### config.mk
export PLATFORM = sky130hd
export DESIGN_NAME = serial_add_ctrl
export DESIGN_NICKNAME = d
export VERILOG_FILES = /design/src/rtl/serial_add_pkg.sv /design/src/rtl/serial_add_ctrl_fa.sv /design/src/rtl/serial_add_ctrl.sv
export SDC_FILE = /design/constraint.sdc
export NUM_CORES = 1
export LEC_CHECK = 0
export BUFFER_PORTS_ARGS = -buffer_cell sky130_fd_sc_hd__buf_4
export CAP_MARGIN = 20
export CORE_MARGIN = 2
export CORE_UTILIZATION = 54
export CTS_BUF_LIST = sky130_fd_sc_hd__clkbuf_16
export CTS_CLUSTER_DIAMETER = 120
export DETAILED_ROUTE_END_ITERATION = 12
export PLACE_DENSITY_LB_ADDON = 0.3
export SYNTH_ARGS = -nofsm -noshare
export SYNTH_HDL_FRONTEND = slang
export SYNTH_SLANG_ARGS = --single-unit
### constraint.sdc
create_clock -name clk -period 2.25 [get_ports clk]
set_input_delay 0.45 -clock clk [delete_from_list [all_inputs] [get_ports clk]]
set_output_delay 0.45 -clock clk [all_outputs]
set_load 0.01 [all_outputs]
### src/rtl/serial_add_pkg.sv
// Shared constants for the bit-serial adder controller: FSM encoding and default width.
package serial_add_pkg;

    localparam int DEF_WIDTH = 8;

    typedef enum logic [1:0] {
        ST_IDLE  = 2'd0,
        ST_SHIFT = 2'd1,
        ST_DONE  = 2'd2
    } state_t;

endpackage

### src/rtl/serial_add_ctrl_fa.sv
// Combinational 1-bit full-adder leaf cell shared across every bit of a serial add.
module fa (
    input  logic Cin,
    input  logic A,
    input  logic B,
    output logic Cout,
    output logic Sum
);

    assign Sum  = A ^ B ^ Cin;
    assign Cout = (A & B) | (Cin & (A ^ B));

endmodule

### src/rtl/serial_add_ctrl.sv
// Bit-serial adder controller: one full-adder cell walks a WIDTH-bit add LSB first.
// Optional SERIAL_ADD_OVF_EN adds a registered two's-complement overflow output (ovf).
//
// state    | meaning
// ST_IDLE  | waiting for start; operands latched on the accepting edge
// ST_SHIFT | one bit per edge through the fa cell; WIDTH edges total
// ST_DONE  | one-cycle done pulse; sum/cout already hold the new result
module serial_add_ctrl
    import serial_add_pkg::*;
#(
    parameter int WIDTH = DEF_WIDTH
) (
    input  logic             clk,
    input  logic             rst_n,
    input  logic             start,
    input  logic [WIDTH-1:0] a,
    input  logic [WIDTH-1:0] b,
    input  logic             cin,
    output logic             busy,
    output logic             done,
    output logic [WIDTH-1:0] sum,
    output logic             cout
`ifdef SERIAL_ADD_OVF_EN
    ,
    output logic             ovf
`endif
);

    localparam int CNT_W = $clog2(WIDTH + 1);
    localparam logic [CNT_W-1:0] LAST_CNT = CNT_W'(WIDTH - 1);

    state_t           state_q, state_d;
    logic [WIDTH-1:0] a_q, b_q, res_q, sum_q;
    logic             carry_q, cout_q;
    logic [CNT_W-1:0] cnt_q;
    logic             accept, last;
    logic             fa_sum, fa_cout;
    logic [WIDTH-1:0] res_next;

    fa u_fa (
        .Cin  (carry_q),
        .A    (a_q[0]),
        .B    (b_q[0]),
        .Cout (fa_cout),
        .Sum  (fa_sum)
    );

    assign res_next = {fa_sum, res_q[WIDTH-1:1]};

    always_ff @(posedge clk or negedge rst_n) begin
        if (!rst_n) begin
            state_q <= ST_IDLE;
        end else begin
            state_q <= state_d;
        end
    end

    always_comb begin
        state_d = state_q;
        accept  = 1'b0;
        last    = 1'b0;
        case (state_q)
            ST_IDLE: begin
                if (start) begin
                    accept  = 1'b1;
                    state_d = ST_SHIFT;
                end
            end
            ST_SHIFT: begin
                if (cnt_q == LAST_CNT) begin
                    last    = 1'b1;
                    state_d = ST_DONE;
                end
            end
            ST_DONE: state_d = ST_IDLE;
            default: state_d = ST_IDLE;
        endcase
    end

    always_ff @(posedge clk or negedge rst_n) begin
        if (!rst_n) begin
            a_q     <= '0;
            b_q     <= '0;
            res_q   <= '0;
            carry_q <= 1'b0;
            cnt_q   <= '0;
            sum_q   <= '0;
            cout_q  <= 1'b0;
        end else if (accept) begin
            a_q     <= a;
            b_q     <= b;
            carry_q <= cin;
            cnt_q   <= '0;
        end else if (state_q == ST_SHIFT) begin
            a_q     <= a_q >> 1;
            b_q     <= b_q >> 1;
            carry_q <= fa_cout;
            res_q   <= res_next;
            cnt_q   <= cnt_q + CNT_W'(1);
            // Final edge publishes the result including the bit produced this cycle.
            if (last) begin
                sum_q  <= res_next;
                cout_q <= fa_cout;
            end
        end
    end

`ifdef SERIAL_ADD_OVF_EN
    logic ovf_q;

    // On the last shift edge carry_q is the carry into the MSB.
    always_ff @(posedge clk or negedge rst_n) begin
        if (!rst_n) begin
            ovf_q <= 1'b0;
        end else if (last) begin
            ovf_q <= carry_q ^ fa_cout;
        end
    end

    assign ovf = ovf_q;
`endif

    assign busy = (state_q == ST_SHIFT) || (state_q == ST_DONE);
    assign done = (state_q == ST_DONE);
    assign sum  = sum_q;
    assign cout = cout_q;

endmodule

==> impl_metrics.tcl <==
set metrics [dict create \
    slew_headroom_pct 66.66 \
    dp_cells 208 \
    place_ws_ns 0.3258 \
    whs_ns 0.1215 \
    syn_area_per_cell_sq_um 12.45 \
    clockBufferDepth 2 \
    ys_seq_area_share_pct 55.60 \
    syn_nets 167 \
    totalPowerFinal_mw 2.812 \
    die_h_um 61.02 \
    post-route-cell-area_sq_um 2135 \
    num_antenna_cells 0 \
    ir_worst_vdd_mv 0.6602 \
    end_kind "flip-flop" \
    cts_setup_buffers 0 \
    ys_types 23 \
    rows 20 \
    dieWidth_um 61.02 \
    grt.overflow.total 0 \
    min_period_ns 1.908 \
    grt_use_met1_pct 21.87 \
    fmaxAchievable_mhz 524.2 \
    layout_setup_ws_ns 0.3422 \
    htree_num_levels 2 \
    grtUsageMet2_pct 30.57 \
    synth_ff_type "dfrtp_1" \
    cts.repair.resized 0 \
    required_ns 2.41 \
    fin_util_pct 69.35 \
    worstSetupPathType "flip-flop to flip-flop" \
    wl_mm 2.936 \
    dpl_cell_area_sq_um 2006 \
    grt_max_degree 40 \
    ys_async_sr_fraction_pct 100.0 \
    layout-drive-gt1-share_pct 31.76 \
    clock_sinks 39 \
    synth_area_leaders "dfrtp_1, mux2i_1, mux2_4" \
    status "finished, final reports clean" \
    crit_arrival_ns 2.07 \
    finalWeightedCongestion 0.7056 \
    reg2reg_to "sum[1]" \
    postCtsHoldBufs 0 \
    fin_cells 214 \
    finalSetupTns_ns 0 \
    p_leak_nw 1.065 \
    grt_use_met3_pct 6.303 \
    synth_edf_count 0 \
    ys_top_cells_by_count "dfrtp_1, nand2_1, o21ai_0" \
    max_cap_violations 0 \
    root_buffer "clkbuf_16" \
    cts_made_buffers 5 \
    timing.final.crit_share_pct 84.79 \
    synth-seq-cells 39 \
    synth_most_common_cell "dfrtp_1" \
    first_iter_violations 20 \
    startpoint "state_q[0]" \
    coreArea_sq_um 3078 \
    grt_first_pass_wirelength_mm 4.843 \
    rr_worst_depth 5 \
    holdCritPathClass "primary input to asynchronous set/reset pin" \
    path_cells "inv_1 -> ha_1 -> and2_1 -> or3b_1 -> mux2_4" \
    dp_hpwl_mm 2.075 \
    antenna_left 0 \
    crit_path_top_delay_cell "or3b_1" \
    syn2layout_area_growth_pct 21.60 \
    drv_slew 0 \
    synth_top_area_share_pct 55.60 \
    num-fill-cells 238 \
    ff2ff_setup_slack_ns 0.34 \
    tightest_slew_ns 0.5000 \
    hold_violations 0 \
    crit_fanout 9 \
    cts_tree "done" \
    synth_top_cell_by_area "dfrtp_1" \
    grt_usage_pct 18.61 \
    clk_latency_ns 0.28 \
    initial_core_util_pct 57.03 \
    die_area_sq_um 3723 \
    powerDensity_nw_per_um2 1317 \
    clk_pin_slew_worst_paths_ns 0.05 \
    wl_per_cell_um 13.72 \
    syn_inst 141 \
    syn-cell-area_sq_um 1755 \
    setup_viol 0 \
    grt_pass1_vias 1064 \
    skew_ns 0.005282 \
    endpoint "sum[1]" \
    antenna_found_initial 0 \
    r2r_start "state_q[0]" \
    yosys_warnings 0 \
    slowest_delay_ns 0.60 \
    vias 1068 \
    drc 0 \
    rsz0062_at_grt "no" \
    first_pass_iters 4 \
    crit_path_start_kind "flip-flop" \
    vias_per_cell 4.991 \
    grt_busiest_layer "met2" \
    io_buffers 30 \
    layout.nets 197 \
    io_pins 31 \
]
-- worst min-delay path by stage --
stage	cells after the start	from	end
after floorplan	0	rst_n	a_q[0]
after global placement	1	rst_n	state_q[0]
after detailed placement	1	rst_n	sum[1]
after CTS	1	rst_n	sum[1]
after global routing	1	rst_n	sum[1]
final	1	rst_n	sum[1]
-- kinds of logic (layout without fill, tap and decap cells) --
group / count (synthesis) / count (layout) / synth area share, %
simple gates: 29 / 29 / 7.413
mux: 33 / 33 / 21.95
fa+ha+maj: 6 / 6 / 4.704
compound gates: 20 / 20 / 5.845
xor+xnor: 3 / 3 / 1.497
flops: 39 / 39 / 55.60
buf+inv: 11 / 40 / 2.994
-- layout by cell type, fill, tap and decap left out --
cell type,count
dfrtp_1,39
buf_4,32
nand2_1,18
o21ai_0,18
mux2i_1,16
mux2_4,9
mux2_2,8
ha_1,5
clkbuf_16,5
nor2_1,4
inv_1,3
xor2_1,2
nand2b_1,2
and2_1,1
nand3b_1,1
or3b_1,1
nand4_1,1
nor2b_1,1
a21oi_1,1
o21a_1,1
xnor2_1,1
fa_1,1
-- where the power goes --
part           internal, mW  switching, mW
clock network         0.393          0.236
registers             0.994          0.187
logic                 0.537          0.465
total                  1.92          0.888
-- worst max-delay path: cells and delay by family, from the launching register on --
| family | cells | cell delay [ns] |
|---|---|---|
| buffers and inverters | 1 | 0.09 |
| AND/OR/NAND/NOR | 2 | 0.75 |
| multiplexers | 1 | 0.38 |
| adder cells (fa/ha/maj) | 1 | 0.21 |
| flip-flops | 1 | 0.36 |
-- per-layer routing --
| metal | up-vias | share of wire (%) |
|---|---|---|
| li1 | 532 | - |
| met1 | 509 | 43 |
| met2 | 23 | 51 |
| met3 | 4 | 4.4 |
| met4 | 0 | 1.3 |
| met5 | - | 0 |
-- registers in the layout (all words and copies together), names as in the netlist --
name     flops
cnt_q        4
b_q          8
sum          8
cout         1
a_q          8
state_q      2
carry_q      1
res_q        7
-- cell type report --
class / instances / area (sq um) / share of cell area, %
clock inverter: 1 / 3.754 / 0.1758
sequential: 39 / 975.9 / 45.72
tap: 44 / 55.05 / 2.579
inverter: 2 / 7.507 / 0.3517
multi-input combinational: 91 / 726.9 / 34.06
clock buffer: 5 / 125.1 / 5.862
timing repair buffer: 32 / 240.2 / 11.25
No activity file was read; power rests on OpenSTA's default activity.
